==> config.mk <==
export PLATFORM = sky130hd
export DESIGN_NAME = fetch_stage
export DESIGN_NICKNAME = d
export VERILOG_FILES = /design/src/rtl/cpu_pkg.sv /design/src/rtl/if_id_reg.sv /design/src/rtl/fetch_stage.sv
export SDC_FILE = /design/constraint.sdc
export NUM_CORES = 1
export LEC_CHECK = 0
export BUFFER_PORTS_ARGS = -buffer_cell sky130_fd_sc_hd__buf_2
export CORE_ASPECT_RATIO = 2
export CORE_MARGIN = 4
export CORE_UTILIZATION = 55
export CTS_BUF_LIST = sky130_fd_sc_hd__clkbuf_8 sky130_fd_sc_hd__clkbuf_16
export DETAILED_ROUTE_END_ITERATION = 12
export HOLD_SLACK_MARGIN = 0.15
export PLACE_DENSITY = 0.8
export SLEW_MARGIN = 10
export SYNTH_ARGS = -nofsm -noshare
export SYNTH_HDL_FRONTEND = slang
export SYNTH_HIERARCHICAL = 1
export SYNTH_SLANG_ARGS = --single-unit
==> constraint.sdc <==
create_clock -name clk -period 2.1 [get_ports clk]
set_clock_uncertainty 0.05 [all_clocks]
set_input_delay 0.105 -clock clk [delete_from_list [all_inputs] [get_ports clk]]
set_output_delay 0.105 -clock clk [all_outputs]
set_load 0.02 [all_outputs]
==> src/rtl/cpu_pkg.sv <==
// Shared pipeline definitions: NOP encoding, PC step and fetch FSM states.
package cpu_pkg;

    // Encoding of the no-op instruction inserted for bubbles and squashes
    localparam logic [15:0] NOP = 16'h0000;

    // 16-bit instructions on a byte-addressed bus
    localparam int unsigned PC_INC = 2;

    // IDLE: no request, REQ: request outstanding,
    // HOLD: instruction parked in skid, KILL: outstanding request squashed
    typedef enum logic [1:0] {
        IDLE = 2'd0,
        REQ  = 2'd1,
        HOLD = 2'd2,
        KILL = 2'd3
    } fetch_state_e;

endpackage

==> src/rtl/if_id_reg.sv <==
// IF/ID pipeline register. Priority: flush > hold > load > bubble.
module if_id_reg
    import cpu_pkg::*;
#(
    parameter int unsigned ADDR_W  = 16,
    parameter int unsigned INSTR_W = 16
) (
    input  logic               clk,
    input  logic               rst,
    input  logic               i_flush,
    input  logic               i_hold,
    input  logic               i_load,
    input  logic [INSTR_W-1:0] i_instr,
    input  logic [ADDR_W-1:0]  i_pc_plus2,
    output logic [INSTR_W-1:0] o_instr,
    output logic [ADDR_W-1:0]  o_pc_plus2,
    output logic               o_valid
);

    localparam logic [INSTR_W-1:0] NopInstr = INSTR_W'(NOP);

    logic [INSTR_W-1:0] r_instr;
    logic [ADDR_W-1:0]  r_pc_plus2;
    logic               r_valid;

    // Register update: squash, hold, capture a delivered instruction, or insert a bubble
    always_ff @(posedge clk) begin
        if (rst || i_flush) begin
            r_instr    <= NopInstr;
            r_pc_plus2 <= '0;
            r_valid    <= 1'b0;
        end else if (i_hold) begin
            r_instr    <= r_instr;
            r_pc_plus2 <= r_pc_plus2;
            r_valid    <= r_valid;
        end else if (i_load) begin
            r_instr    <= i_instr;
            r_pc_plus2 <= i_pc_plus2;
            r_valid    <= 1'b1;
        end else begin
            r_instr    <= NopInstr;
            r_pc_plus2 <= '0;
            r_valid    <= 1'b0;
        end
    end

    assign o_instr    = r_instr;
    assign o_pc_plus2 = r_pc_plus2;
    assign o_valid    = r_valid;

endmodule

==> src/rtl/fetch_stage.sv <==
// IF stage: PC register, one-outstanding-request imem handshake with a
// one-entry skid buffer, and the IF/ID register driven by the hazard unit.
module fetch_stage
    import cpu_pkg::*;
#(
    parameter int unsigned       ADDR_W   = 16,
    parameter int unsigned       INSTR_W  = 16,
    parameter logic [ADDR_W-1:0] RESET_PC = '0
) (
    input  logic               clk,
    input  logic               rst,
    input  logic               stallF,
    input  logic               stallD,
    input  logic               flushD,
    input  logic [ADDR_W-1:0]  branch_targetD,
    output logic               imem_req,
    output logic [ADDR_W-1:0]  imem_addr,
    input  logic               imem_ack,
    input  logic [INSTR_W-1:0] imem_rdata,
    output logic [INSTR_W-1:0] instrD,
    output logic [ADDR_W-1:0]  pc_plus2D,
    output logic               validD,
    output logic               fetch_stallD
);

    fetch_state_e       r_state;
    logic [ADDR_W-1:0]  r_pc;
    logic [INSTR_W-1:0] r_skid_instr;
    logic [ADDR_W-1:0]  r_skid_pc2;

    logic [ADDR_W-1:0]  w_pc_inc;
    logic               w_ack_live;
    logic               w_skid_full;
    logic               w_avail;
    logic [INSTR_W-1:0] w_load_instr;
    logic [ADDR_W-1:0]  w_load_pc2;

    // Wraps modulo 2^ADDR_W by truncation
    assign w_pc_inc    = r_pc + ADDR_W'(PC_INC);

    // An ack only carries usable data when the request has not been squashed
    assign w_ack_live  = (r_state == REQ) && imem_ack;
    assign w_skid_full = (r_state == HOLD);
    assign w_avail     = w_ack_live || w_skid_full;

    // Skid contents take precedence: in HOLD no request is outstanding
    assign w_load_instr = w_skid_full ? r_skid_instr : imem_rdata;
    assign w_load_pc2   = w_skid_full ? r_skid_pc2   : w_pc_inc;

    assign imem_req     = (r_state == REQ) || (r_state == KILL);
    assign imem_addr    = r_pc;
    assign fetch_stallD = !stallD && !flushD && !w_avail;

    // Fetch FSM, PC and skid buffer; flushD overrides everything else
    always_ff @(posedge clk) begin
        if (rst) begin
            r_state      <= IDLE;
            r_pc         <= RESET_PC;
            r_skid_instr <= '0;
            r_skid_pc2   <= '0;
        end else begin
            case (r_state)
                IDLE: begin
                    if (flushD) begin
                        r_pc <= branch_targetD;
                    end else if (!stallF) begin
                        r_state <= REQ;
                    end
                end
                REQ: begin
                    if (flushD) begin
                        r_pc    <= branch_targetD;
                        r_state <= imem_ack ? IDLE : KILL;
                    end else if (imem_ack) begin
                        r_pc <= w_pc_inc;
                        if (stallD) begin
                            r_skid_instr <= imem_rdata;
                            r_skid_pc2   <= w_pc_inc;
                            r_state      <= HOLD;
                        end else begin
                            r_state <= stallF ? IDLE : REQ;
                        end
                    end
                end
                HOLD: begin
                    if (flushD) begin
                        r_pc    <= branch_targetD;
                        r_state <= IDLE;
                    end else if (!stallD) begin
                        r_state <= stallF ? IDLE : REQ;
                    end
                end
                KILL: begin
                    // Request stays open until its ack; the data is dropped
                    if (flushD) begin
                        r_pc <= branch_targetD;
                    end else if (imem_ack) begin
                        r_state <= IDLE;
                    end
                end
                default: begin
                    r_state <= IDLE;
                end
            endcase
        end
    end

    if_id_reg #(
        .ADDR_W  (ADDR_W),
        .INSTR_W (INSTR_W)
    ) u_if_id_reg (
        .clk        (clk),
        .rst        (rst),
        .i_flush    (flushD),
        .i_hold     (stallD),
        .i_load     (w_avail),
        .i_instr    (w_load_instr),
        .i_pc_plus2 (w_load_pc2),
        .o_instr    (instrD),
        .o_pc_plus2 (pc_plus2D),
        .o_valid    (validD)
    );

endmodule

==> flow_metrics.tcl, run 1 <==
set metrics [dict create \
    status "complete, no violations" \
    drc 0 \
    core-area_sq_um 7540 \
    routed_wl_microns 11000 \
    holdWs_ns 0.179 \
    switching_power_w 0.000920 \
    final_hold_viol_count 0 \
    syn-num-nets 534 \
    max_stage_delay_ns 0.55 \
    layout.cells.non_filler 696 \
    syn_area_sq_um 4230 \
    ys_seq_elements 83 \
    tightest_slew_ns 0.996 \
    cts-buffers-inserted 9 \
    syn-instance-count 495 \
    leakage_nw 2.10 \
    min_path_type "input port to register" \
    pin_count 89 \
    dp_hpwl_microns 7300 \
    yosysMostFrequentCell "dfxtp_1" \
    rsz0062_at_grt "false" \
    maxSlewHeadroom 0.336 \
    seq_area_sq_um 1660 \
    grt_util_met3 0.0405 \
    cp_max_fo 13 \
    viasPerCell 5.55 \
    synth_area_leaders "dfxtp_1, nand2_1, a21oi_2, a21oi_1, nand3b_1" \
    firstDrtPassIters 4 \
    p_sw_frac 0.241 \
    yosys_warnings 6 \
    timing.final.crit_share 0.924 \
    drtIter0Drc 296 \
    critPathLaunchType "register" \
    cpMaxStageDelayCell "dfxtp_1" \
    synth-edff-count 0 \
    grt_pass1_vias 3827 \
    ir_drop_v 0.000658 \
    fmax_mhz 516 \
    r2r_end "u_if_id_reg/o_pc_plus2[13]" \
    yosysTopAreaCellShare 0.393 \
    avgSynthCellArea_sq_um 8.55 \
    cts_setup_buffers 0 \
    power.internal_w 0.00289 \
    dp.cells 650 \
    fin_crit_ns 1.94 \
    power.share.clock 0.430 \
    grt_pass1_wl_microns 18100 \
    track_usage 0.238 \
    nets 639 \
    io_buffers 88 \
    endpoint_kind "primary output" \
    die-area_sq_um 9240 \
    yosysTopAreaCell "dfxtp_1" \
    rows 45 \
    cts_tree "built" \
    grt_overflow 0 \
    cap_violations 0 \
    die_height_microns 132 \
    setup_violations 0 \
    crit_required_ns 1.95 \
    dpl_worst_slack_ns 0.142 \
    path_cells "nand3b_4 -> nand2_1 -> nor3_1 -> buf_2" \
    drive_gt1_frac 0.307 \
    synth_common_cells "dfxtp_1, nand2_1, a21oi_1" \
    grt_use_met2 0.435 \
    rr_startpoint "imem_addr[1]" \
    htreeDepth 3 \
    crit_path_end "fetch_stallD" \
    p_per_area_nw_per_um2 714 \
    cts-root-buf "clkbuf_16" \
    clk_latency_ns 0.33 \
    multiInputGateArea_sq_um 2280 \
    clockBufferDepth 2 \
    critPathKind "register to primary output" \
    fin_setup_tns_ns 0 \
    drtAntennaViolNets 0 \
    rr_worst_depth 8 \
    synth.distinct_cells 53 \
    vias 3865 \
    area_delta_synth_final_pct 26.3 \
    seqPwrFrac 0.436 \
    synth-main-ff-cell "dfxtp_1" \
    setup_ws_ns 0.161 \
    diodes 0 \
    use_met1 0.262 \
    clk_pin_slew_ns 0.06 \
    grt_max_degree 47 \
    crit_path_start "r_state[1]" \
    antenna_found_initial 0 \
    ff2ff_setup_slack_ns 0.17 \
    combinationalPowerShare 0.134 \
    critPathArrivalTime_ns 1.78 \
    yosysSeqAreaShare 0.393 \
    wire_per_inst_microns 15.9 \
    start_util 0.561 \
    die_x_microns 70.0 \
    ys_async_sr_fraction 0 \
    grt_busiest_layer "met2" \
    clock_sinks 83 \
    final_max_slew_viol_count 0 \
    gp_congestion 0.943 \
    fillers 615 \
]
layout by cell type (no fill, tap or decap), types with 5 or more instances in the layout:
cell type,count
dlygate4sd3_1,33
dfxtp_1,83
clkbuf_16,9
a21oi_2,29
nand3b_1,32
xor2_1,7
nand2_1,76
xnor2_1,13
buf_4,16
nor2b_1,7
nor3_1,10
inv_1,13
buf_2,88
nor2_1,39
a21oi_1,48
mux2_2,19
o21a_1,6
nand3_1,5
a211oi_1,14
kinds of logic after synthesis:
family,Yosys count,share of synthesized area
AOI/OAI and AO/OA,116,0.191
xor gates and xnor gates,20,0.0414
adders and majority gates,1,0.00296
buffers and inverters,58,0.0701
DFF,83,0.393
muxes,22,0.0577
and+or+nand+nor,195,0.244
layout make-up:
type / count / area share
clock inverters: 3 / 0.0122
clock buffers: 10 / 0.0447
flip-flops and latches: 83 / 0.311
inverters: 13 / 0.00913
well taps: 94 / 0.0220
multi-input cells: 354 / 0.427
repair buffers: 139 / 0.174
stage by stage:
stage	utilization	total power [W]	instance area, sq um
after floorplan	-	0.00201	4230
after global placement	0.623	0.00213	4700
after detailed placement	0.623	0.00215	4700
after CTS	0.707	0.00383	5340
after global routing	0.708	0.00393	5340
final	0.708	0.00381	5340
state kept, by name, indices dropped and copies added (netlist names):
register and count:
imem_addr 16, u_if_id_reg/o_pc_plus2 16, r_state 2, u_if_id_reg/o_valid 1, r_skid_pc2 16, u_if_id_reg/o_instr 16, r_skid_instr 16
critical path: cells and delay by family (launching register included):
family	cells	cell delay, ns
AND/OR/NAND/NOR	3	0.70
flip-flops	1	0.55
buffers and inverters	1	0.20
layer usage:
| metal | wire (microns) | part of all wire | vias up |
|---|---|---|---|
| met5 | 0 | 0 | - |
| met2 | 6080 | 0.55 | 107 |
| met1 | 4260 | 0.39 | 1825 |
| met3 | 440 | 0.040 | 22 |
| met4 | 265 | 0.024 | 0 |
| li1 | - | - | 1911 |
timing repair:
| item | 4_1_cts | 5_1_grt |
|---|---|---|
| endpoints found under the setup margin | 0 | 1 |
| endpoints found under the hold margin | 37 | 0 |
| resized for setup | 0 | 1 |
| hold buffers | 33 | 0 |
power groups by stage:
stage          combinational, W  clock, W  sequential [W]
3_5_place_dp           0.000457         0         0.00169
3_3_place_gp           0.000445         0         0.00169
4_1_cts                0.000508   0.00166         0.00166
6_report               0.000511   0.00164         0.00166
5_1_grt                0.000553   0.00172         0.00167
2_1_floorplan          0.000293         0         0.00171
worst min-delay path by stage:
stage | start | endpoint | cells after the start
CTS | imem_ack | r_state[0] | 4
finish | stallF | r_state[0] | 4
floorplan | imem_rdata[0] | r_skid_instr[0] | 2
global placement | rst | imem_addr[5] | 2
global route | imem_ack | r_state[0] | 4
detailed placement | branch_targetD[0] | imem_addr[0] | 3
Power figures use the tool's default switching activity.
==> run 2: changes to the inputs <==
--- a/config.mk
+++ b/config.mk
@@ -5,6 +5,7 @@
 export SDC_FILE = /design/constraint.sdc
 export NUM_CORES = 1
 export LEC_CHECK = 0
+export ABC_AREA = 1
 export BUFFER_PORTS_ARGS = -buffer_cell sky130_fd_sc_hd__buf_2
 export CORE_ASPECT_RATIO = 2
 export CORE_MARGIN = 4
==> run 2 against run 1 <==
Critical path depth is 3 higher; sequential power increased by 9%; via count increased by 9.4%; die area shrank 1.2%; routed wire length up 6.8%; total power rose by 31%; combinational power increased to 2.7 times the previous value; area after synthesis is 1.3% lower; worst setup slack better by 0.023 ns; count of clock-buffer cells in the layout stayed put; critical path type unchanged; critical endpoint unchanged.
==> flow_metrics.tcl, run 2 <==
set metrics [dict create \
    hold_buffers 30 \
    layout.cells.non_filler 785 \
    p_total_w 0.00499 \
    diodes 0 \
    yosysSeqAreaShare 0.398 \
    grt_pass1_wl_microns 19700 \
    p_per_area_nw_per_um2 961 \
    clock_sinks 83 \
    yosys_warnings 6 \
    viasPerCell 5.39 \
    syn_area_sq_um 4180 \
    core-area_sq_um 7320 \
    grt_pass1_vias 4052 \
    fin_crit_ns 1.92 \
    clk_latency_ns 0.33 \
    synth.distinct_cells 34 \
    max_stage_delay_ns 0.41 \
    maxSlewHeadroom 0.392 \
    r2r_end "u_if_id_reg/o_pc_plus2[11]" \
    clk_pin_slew_ns 0.06 \
    avgSynthCellArea_sq_um 7.09 \
    antenna_found_initial 0 \
    wire_per_inst_microns 15.0 \
    gp_congestion 1.01 \
    fin_setup_tns_ns 0 \
    grt_overflow 0 \
    drtAntennaViolNets 0 \
    layout_commonest_cell "nand2_1" \
    fillers 632 \
    synth-main-ff-cell "dfxtp_1" \
    fmax_mhz 522 \
    ff2ff_setup_slack_ns 0.30 \
    dp.cells 739 \
    seq_area_sq_um 1660 \
    ctsResizeCount 0 \
    critPathKind "register to primary output" \
    io_buffers 88 \
    firstDrtPassIters 5 \
    cts_setup_buffers 0 \
    cts-root-buf "clkbuf_16" \
    start_util 0.570 \
    cp_max_fo 34 \
    rows 44 \
    syn-num-nets 628 \
    drtIter0Drc 300 \
    hold_path_end "imem_addr[12]" \
    rr_worst_depth 9 \
    syn-instance-count 589 \
    pin_count 89 \
    timing.final.crit_share 0.912 \
    leakage_nw 2.28 \
    crit_required_ns 1.95 \
    worstHoldPathCells 7 \
    cts_tree "built" \
    ir_drop_v 0.000680 \
    rsz0062_at_grt "false" \
    setup_violations 0 \
    die-area_sq_um 9130 \
    tightest_slew_ns 0.910 \
    hp-start "branch_targetD[12]" \
    drive_gt1_frac 0.242 \
    cts-buffers-inserted 9 \
    grt_max_degree 36 \
    rr_startpoint "imem_addr[1]" \
    die_height_microns 131 \
    clockBufferDepth 2 \
    yosysTopAreaCell "dfxtp_1" \
    path_cells "inv_2 -> nor2_4 -> nand2_2 -> nand2_1 -> buf_4 -> nor3_1 -> buf_2" \
    yosysTopAreaCellShare 0.398 \
    area_delta_synth_final_pct 24.4 \
    critPathArrivalTime_ns 1.76 \
    synth-edff-count 0 \
    drc 0 \
    cpMaxStageDelayCell "dfxtp_1" \
    status "complete, no violations" \
    final_max_slew_viol_count 0 \
    die_x_microns 69.6 \
    nets 727 \
    dp_hpwl_microns 7980 \
    yosysMostFrequentCell "nand2_1" \
    cap_violations 0 \
    endpoint_kind "primary output" \
    vias 4230 \
    synth_common_cells "nand2_1, dfxtp_1, nor2_1" \
    min_path_type "input port to register" \
    track_usage 0.262 \
    ys_async_sr_fraction 0 \
    multiInputGateArea_sq_um 2090 \
    ys_seq_elements 83 \
    final_hold_viol_count 0 \
    critPathLaunchType "register" \
    htreeDepth 3 \
    final_cell_mix "nand2_1, buf_2, dfxtp_1, nor2_1, nand3_1" \
    synth_area_leaders "dfxtp_1, nand2_1, a21oi_2, nand3_1, nor2_1" \
    routed_wl_microns 11800 \
]
run 2: cell count changes after synthesis, sizes merged, moves of 25 or more:
cell	before	now
nor2	41	79
nand2	77	145
nand3b	33	0
nand3	6	60
a21oi	77	52
o21ai	1	61
inv	13	45
run 2: metal layers:
layer / vias to the layer above / global-route usage / share of wire
met5: - / 0 / 0
met3: 27 / 0.0489 / 0.052
met1: 1929 / 0.296 / 0.38
met2: 161 / 0.470 / 0.54
met4: 0 / 0.115 / 0.029
li1: 2113 / - / -
run 2: worst max-delay path: cells and delay by family (launching register included):
family	cells	cell delay [ns]
buf+inv	3	0.60
simple gates	4	0.43
flops	1	0.41
run 2: how the worst max path moves through the flow:
stage                                      to  depth (start not counted)    startpoint
finish                           fetch_stallD                          7    r_state[0]
floorplan           u_if_id_reg/o_pc_plus2[7]                          8  imem_addr[1]
global placement    u_if_id_reg/o_pc_plus2[8]                          8  imem_addr[5]
detailed placement  u_if_id_reg/o_pc_plus2[7]                          8  imem_addr[1]
CTS                              fetch_stallD                          7    r_state[0]
global route                     fetch_stallD                          7    r_state[0]
run 2: kinds of logic (layout without fill, tap and decap cells):
group,after synthesis,count (layout),synth area share
flops,83,83,0.398
compound gates,123,123,0.188
fa+ha+maj,1,1,0.00300
xor+xnor,6,6,0.0126
buf+inv,84,188,0.102
simple gates,292,292,0.296
run 2: power by group:
part,internal (W),switching (W)
Combinational,0.000438,0.000954
Sequential,0.00170,0.000110
Clock,0.00119,0.000610
Total,0.00332,0.00167
run 2: through the flow:
stage	setup WS, ns	utilization	hold WS, ns	instance area (sq um)
after floorplan	0.389	-	0.190	4180
after global placement	0.378	0.621	0.278	4550
after detailed placement	0.358	0.621	0.295	4550
after CTS	0.170	0.709	0.165	5190
after global routing	0.0655	0.709	0.224	5190
final	0.184	0.709	0.169	5190
run 2: area by class of cell:
class	instances	area share
multi-input combinational	422	0.402
sequential	83	0.320
timing repair buffer	125	0.155
clock buffer	10	0.0460
inverter	47	0.0344
tap	92	0.0222
clock inverter	6	0.0202
